File: src/rtl/operand_fetch.sv
// ID-stage operand reader: register-file read addressing, writeback bypass,
// load-use hazard detection, ID/EX pipeline register and saturating stall count.
module operand_fetch #(
  parameter int DATA_W = 32,
  parameter int ADDR_W = 5,
  parameter int CNT_W  = 16
) (
  input  logic              clk,
  input  logic              rst_n,
  input  logic              id_valid,
  input  logic [ADDR_W-1:0] id_rs,
  input  logic [ADDR_W-1:0] id_rt,
  input  logic              id_uses_rs,
  input  logic              id_uses_rt,
  input  logic [ADDR_W-1:0] id_dest,
  input  logic              id_reg_write,
  input  logic              id_mem_read,
  output logic [ADDR_W-1:0] rf_read_register1,
  output logic [ADDR_W-1:0] rf_read_register2,
  input  logic [DATA_W-1:0] rf_read_data1,
  input  logic [DATA_W-1:0] rf_read_data2,
  input  logic              wb_reg_write,
  input  logic [ADDR_W-1:0] wb_write_register,
  input  logic [DATA_W-1:0] wb_write_data,
  input  logic              ex_hold,
  input  logic              flush,
  output logic              id_stall,
  output logic              ex_valid,
  output logic              ex_reg_write,
  output logic              ex_mem_read,
  output logic [ADDR_W-1:0] ex_rs,
  output logic [ADDR_W-1:0] ex_rt,
  output logic [ADDR_W-1:0] ex_dest,
  output logic [DATA_W-1:0] ex_rs_data,
  output logic [DATA_W-1:0] ex_rt_data,
  output logic [CNT_W-1:0]  stall_count
);

  localparam logic [CNT_W-1:0]  CNT_ONE  = CNT_W'(1);
  localparam logic [CNT_W-1:0]  CNT_MAX  = {CNT_W{1'b1}};
  localparam logic [ADDR_W-1:0] IDX_ZERO = {ADDR_W{1'b0}};

  logic              r_ex_valid, r_ex_reg_write, r_ex_mem_read;
  logic [ADDR_W-1:0] r_ex_rs, r_ex_rt, r_ex_dest;
  logic [DATA_W-1:0] r_ex_rs_data, r_ex_rt_data;
  logic [CNT_W-1:0]  r_stall_count;

  logic [DATA_W-1:0] w_rs_data, w_rt_data;
  logic              w_hazard;
  logic              w_refresh_rs, w_refresh_rt;

  // The register file commits at posedge, so a same-cycle write must be forwarded.
  function automatic logic [DATA_W-1:0] sel_operand(
    input logic [ADDR_W-1:0] idx,
    input logic [DATA_W-1:0] rf_data,
    input logic              wb_we,
    input logic [ADDR_W-1:0] wb_idx,
    input logic [DATA_W-1:0] wb_data
  );
    logic [DATA_W-1:0] res;
    if (idx == IDX_ZERO) begin
      res = {DATA_W{1'b0}};
    end else if (wb_we && (wb_idx == idx)) begin
      res = wb_data;
    end else begin
      res = rf_data;
    end
    return res;
  endfunction

  // Read addressing, bypassed operands and hazard / stall decode
  always_comb begin
    rf_read_register1 = id_rs;
    rf_read_register2 = id_rt;
    w_rs_data = sel_operand(id_rs, rf_read_data1, wb_reg_write, wb_write_register, wb_write_data);
    w_rt_data = sel_operand(id_rt, rf_read_data2, wb_reg_write, wb_write_register, wb_write_data);
    w_hazard  = id_valid && r_ex_valid && r_ex_mem_read && (r_ex_dest != IDX_ZERO) &&
                ((id_uses_rs && (r_ex_dest == id_rs)) || (id_uses_rt && (r_ex_dest == id_rt)));
    id_stall  = w_hazard || ex_hold;
    w_refresh_rs = wb_reg_write && (wb_write_register == r_ex_rs) && (r_ex_rs != IDX_ZERO);
    w_refresh_rt = wb_reg_write && (wb_write_register == r_ex_rt) && (r_ex_rt != IDX_ZERO);
  end

  // ID/EX register and stall counter: flush > hold > hazard bubble > load
  always_ff @(posedge clk or negedge rst_n) begin
    if (!rst_n) begin
      r_ex_valid     <= 1'b0;
      r_ex_reg_write <= 1'b0;
      r_ex_mem_read  <= 1'b0;
      r_ex_rs        <= IDX_ZERO;
      r_ex_rt        <= IDX_ZERO;
      r_ex_dest      <= IDX_ZERO;
      r_ex_rs_data   <= {DATA_W{1'b0}};
      r_ex_rt_data   <= {DATA_W{1'b0}};
      r_stall_count  <= {CNT_W{1'b0}};
    end else if (flush) begin
      r_ex_valid     <= 1'b0;
      r_ex_reg_write <= 1'b0;
      r_ex_mem_read  <= 1'b0;
    end else if (ex_hold) begin
      // An older instruction retiring during the hold must not leave stale operands.
      if (w_refresh_rs) begin
        r_ex_rs_data <= wb_write_data;
      end
      if (w_refresh_rt) begin
        r_ex_rt_data <= wb_write_data;
      end
    end else if (w_hazard) begin
      r_ex_valid     <= 1'b0;
      r_ex_reg_write <= 1'b0;
      r_ex_mem_read  <= 1'b0;
      if (r_stall_count != CNT_MAX) begin
        r_stall_count <= r_stall_count + CNT_ONE;
      end
    end else begin
      r_ex_valid     <= id_valid;
      r_ex_reg_write <= id_reg_write;
      r_ex_mem_read  <= id_mem_read;
      r_ex_rs        <= id_rs;
      r_ex_rt        <= id_rt;
      r_ex_dest      <= id_dest;
      r_ex_rs_data   <= w_rs_data;
      r_ex_rt_data   <= w_rt_data;
    end
  end

  assign ex_valid     = r_ex_valid;
  assign ex_reg_write = r_ex_reg_write;
  assign ex_mem_read  = r_ex_mem_read;
  assign ex_rs        = r_ex_rs;
  assign ex_rt        = r_ex_rt;
  assign ex_dest      = r_ex_dest;
  assign ex_rs_data   = r_ex_rs_data;
  assign ex_rt_data   = r_ex_rt_data;
  assign stall_count  = r_stall_count;

endmodule
File: config.mk
export PLATFORM = sky130hd
export DESIGN_NAME = operand_fetch
export DESIGN_NICKNAME = d
export VERILOG_FILES = /design/src/rtl/operand_fetch.sv
export SDC_FILE = /design/constraint.sdc
export NUM_CORES = 1
export LEC_CHECK = 0
export ABC_AREA = 1
export CORE_UTILIZATION = 49
export CTS_BUF_LIST = sky130_fd_sc_hd__clkbuf_16
export CTS_CLUSTER_DIAMETER = 100
export DETAILED_ROUTE_END_ITERATION = 8
export GPL_TIMING_DRIVEN = 0
export HOLD_SLACK_MARGIN = 0.02
export PLACE_DENSITY = 0.91
export SYNTH_ARGS = -nofsm -noshare
export SYNTH_HDL_FRONTEND = slang
export SYNTH_SLANG_ARGS = --single-unit
File: constraint.sdc
create_clock -name clk -period 4.1 [get_ports clk]
set_input_delay 0.41 -clock clk [delete_from_list [all_inputs] [get_ports clk]]
set_output_delay 0.41 -clock clk [all_outputs]
set_load 0.02 [all_outputs]
# Word level (Yosys, flattened, before mapping)
# Cells that the tools add are included.
classes:
  n_reduce_logical: 23
  add_sub_neg: 1
  mux: 19
  bitwise: 3
  n_eq_ne: 11
ops:
  columns: ["cell", "n"]
  rows:
  - ["2-to-1 mux 32 bit", 10]
  - ["== test 5 bit", 6]
  - ["adder 16 x 1 -> 16 bit (second input constant)", 1]
  - ["inequality test 16 bit (second input constant)", 1]
  - ["nonzero test 5 bit", 3]
  - ["logical AND 1 bit", 12]
  - ["logical NOT 5 bit", 2]
  - ["2-to-1 mux 1 bit", 9]
  - ["AND reduction 3 bit", 3]
  - ["inequality test 2 x 1 -> 1 bit (second input constant)", 3]
  - ["AND reduction 4 bit", 1]
  - ["inverter 1 bit", 3]
  - ["logical OR 1 bit", 2]
  - ["inequality test 2 bit (second input constant)", 1]
word_totals:
  wordCells: 66
  regBits: 98
  inputBits: 126
  out_inout_bits: 109

# Logic depth before layout (Yosys ltp)
logic_depth:
  depth_word: 7
  mapped_depth: 12
  ltp_nobuf: 11

# Worst setup path before layout
# No wires, ideal clock.
synth_timing:
  kind: "flip-flop to flip-flop"
  startpoint: "register r_stall_count[0], in the netlist stall_count[0]"
  endpoint: "register r_stall_count[10], in the netlist stall_count[10]"
  slack_ns: 2.293
  stages_incl_launch_ff: 10
  path_buffers: 1
  period_less_slack_ns: 1.807
  setup_ns: 0.120
  required_ns: 3.980
  arrival_time_ns: 1.687
  cell_sequence: "dfrtp_1 ha_1 nand3_1 nor2_2 nand4_1 nand2_1 nor2_8 buf_6 nand2_1 o21ai_2"
synth_between:
  elab_chain_cells: 2
  word_cells_on_any_way: 3
  classes_between: "add/sub (1); eq/ne (1); reduce/logical (1)"
synth_lines:
  columns: ["item", "line_no", "text"]
  rows:
  - ["start: declaration", "46", "logic [CNT_W-1:0] r_stall_count;"]
  - ["start signal: assignment", "95", "r_stall_count <= {CNT_W{1'b0}};"]
  - ["start signal: assignment", "113", "r_stall_count <= r_stall_count + CNT_ONE;"]
  - ["branches (longest 2 deep; another with adder 16 x 1 -> 16 bit)", null, null]
# Several ways; the timed one is not identified.
# A chain may end at the register's enable or synchronous reset.

# Worst setup path after layout
layout_timing:
  startpoint: "input id_rs[4]"
  endpoint: "output id_stall"
layout_between:
  elab_chain_cells: 5
layout_lines:
  columns: ["item", "line_no", "text"]
  rows:
  - ["start: declaration", "11", "input logic [ADDR_W-1:0] id_rs,"]
  - ["== test 5 bit", "78", "((id_uses_rs && (r_ex_dest == id_rs)) || (id_uses_rt && (r_ex_dest == id_rt)));"]
  - ["logical AND 1 bit", "78", null]
  - ["logical OR 1 bit", "78", null]
  - ["logical AND 1 bit", "77", "w_hazard = id_valid && r_ex_valid && r_ex_mem_read && (r_ex_dest != IDX_ZERO) &&"]
  - ["logical OR 1 bit", "79", "id_stall = w_hazard || ex_hold;"]
  - ["end: declaration", "27", "output logic id_stall,"]
# Every way passes these cells.

==> out/results.ini <==
[power_and_ir_drop]
vdd_drop_max_v = 0.000187
swShare_pct = 32.5
seqPwrFrac_pct = 39.5
p_leak_nw = 4.93
power_density_nw_per_um2 = 320
p_int_mw = 2.00
switchingPower_uw = 963
combPwrFrac_pct = 32.2
clockPowerShare_pct = 28.3

[setup_path]
crit_path_start_kind = input pin
critPathKind = in2out
critPathMaxFanout = 10
cp_data_arrival_time_ns = 2.40
worstSetupEndpointType = output pin
critical_path_required_ns = 3.69

[layout]
fillerInstances = 1055
drive_gt1_share_pct = 6.34
seqCellArea_um2 = 2450
diodes = 0
syn2layout_area_growth_pct = 44.6
stdcell_count = 1418
multiInputGateArea_um2 = 3200
fin_nets = 1368

[drt]
via_count = 7358
drt_iter0_markers = 615
via_per_inst = 5.19
dr.pass1.iters = 5
wl_mm = 21.4
avgRoutedWirePerCell_um = 15.1
ant_nets = 0
drc = 0

[floorplanning]
ios = 235
rows = 41
start_util_pct = 50.6
core_area_um2 = 12700
die_y_um = 116
dieArea_um2 = 13500
dieWidth_um = 116

[cts]
clock_latency_ns = 0.35
clock_path_buffers = 2
clk_pin_slew_ns = 0.06
ctsHoldBuffers = 0
cts.sinks = 98
cts_root_buf = clkbuf_16
cts_htree_levels = 3
numCtsBuffers = 9
cts_resized = 0
cts_tree = built
post_cts_buffers = 0

[logic_synthesis]
syn_area_um2 = 6410
yosys_register_bits = 98
ys_async_sr_fraction_pct = 100
synth_warnings = 0
syn_nets = 1123
synth_area_per_cell_um2 = 6.43
seq_area_frac_synth_pct = 38.3
synth_cell_types = 31
dominantRegCellSynth = dfrtp_1
synth_edf_count = 0
synth_cells = 996

[sta]
worst_pin_slew_ns = 0.575
rsz0062_at_grt = no
whs_ns = 0.0522
finalHoldViolations = 0
setup_tns_ns = 0
fin_crit_sh_pct = 68.4
fmax_mhz = 356
slew_violations = 0
min_period_ns = 2.81
clock_skew_ns = 0.00703
finalSetupViolations = 0
slew_headroom_pct = 61.7

[placement]
port-buffer-count = 233
globalplace.congestion = 0.918
post-place-cells = 1402
dp_hpwl_mm = 16.0

[grt]
antenna_found_initial = 0
grt_usage_pct = 31.6
grt_pass1_vias = 6784
grt_pass1_wl_mm = 33.0
gr-total-overflow = 0
grt_max_degree = 57

[run]
maxCapViolCount = 0

[min_path]
hold_class = in2async

[status]
outcome = complete, no violations

-- cell usage after synthesis (6+ instances only) --
master	instances	share of area (%)
nand2_1	419	25
inv_1	105	6.1
dfrtp_1	98	38
nor2_1	93	5.4
nand3_1	80	6.2
a21oi_1	67	5.2
clkbuf_1	22	1.3
buf_4	17	2.0
xor2_1	15	2.1
o21ai_0	12	0.94
buf_2	11	0.86
o21ai_2	8	1.1
nand4_1	7	0.68
inv_2	6	0.35
nor3_1	6	0.47
-- cell type report --
cell class,instances,share of cell area (%)
Buffer,56,3.63
Clock buffer,9,2.43
Clock inverter,7,0.662
Inverter,111,4.50
Multi-Input combinational cell,731,34.6
Sequential cell,98,26.5
Tap cell,172,2.32
Timing Repair Buffer,234,25.4
-- power groups by stage --
stage                     clock [mW]  sequential (mW)  combinational, mW
after floorplan                    0             1.32              0.312
final                          0.840             1.17              0.954
after detailed placement           0             1.18              0.948
after CTS                      0.846             1.17              0.954
after global routing           0.891             1.18               1.03
after global placement             0             1.18              0.928
-- flip-flops by register name, summed over array words and instances, names as in the netlist --
signal,count
ex_mem_read,1
ex_dest,5
ex_valid,1
ex_rt_data,32
ex_rs,5
ex_reg_write,1
stall_count,16
ex_rs_data,32
ex_rt,5
-- metrics by stage --
step | area [µm²] | power [mW] | setup slack [ns] | utilization [%]
CTS | 9270 | 2.97 | 1.31 | 73.1
global placement | 8960 | 2.11 | -1.12 | 70.7
finish | 9270 | 2.97 | 1.29 | 73.1
floorplan | 6410 | 1.63 | 2.29 | -
global route | 9270 | 3.10 | 1.21 | 73.1
detailed placement | 8980 | 2.13 | 1.32 | 70.9
-- critical path: stages --
cell,delay [ns]
clkdlybuf4s50_1,0.59
inv_1,0.12
nand2_1,0.07
nand2_1,0.05
nor2_1,0.09
nand3_1,0.07
nand2_1,0.09
nand2_2,0.08
buf_6,0.16
nand2_1,0.06
clkdlybuf4s50_1,0.59
-- per-layer routing --
metal | share of wire (%) | track usage, %
met5 | 0 | 0
met4 | 4.1 | 18.0
met3 | 7.8 | 5.24
met2 | 47 | 51.2
met1 | 41 | 40.1
-- cell families after synthesis --
group           share of synthesized area, %
simple gates                            40.0
buf+inv                                 11.8
flops                                   38.3
compound gates                          7.77
xor+xnor                                2.05
fa+ha+maj                              0.195
-- layout by cell type, fill, tap and decap left out, types with 7 or more instances in the layout --
cell type	count
inv_1	106
xor2_1	15
nand2_1	419
clkdlybuf4s50_1	232
o21ai_0	12
nand3_1	80
nand4_1	7
clkbuf_16	9
o21ai_2	8
buf_2	11
nor2_1	93
dfrtp_1	98
clkbuf_1	22
buf_4	18
a21oi_1	67
-- path summary, 6_finish.rpt --
kind                           startpoint              end  slack [ns]  depth (start not counted)
setup reg to reg           stall_count[0]   stall_count[9]        2.00                          9
hold / removal                      rst_n  stall_count[15]        0.05                          1
hold reg to reg              ex_reg_write     ex_reg_write        0.49                          2
min in group clk             ex_reg_write     ex_reg_write        0.49                          2
max in group asynchronous           rst_n   ex_rt_data[24]        3.36                          2
setup / recovery                 id_rs[4]         id_stall        1.29                         11
Note: power is estimated with default switching activity, not from simulation.
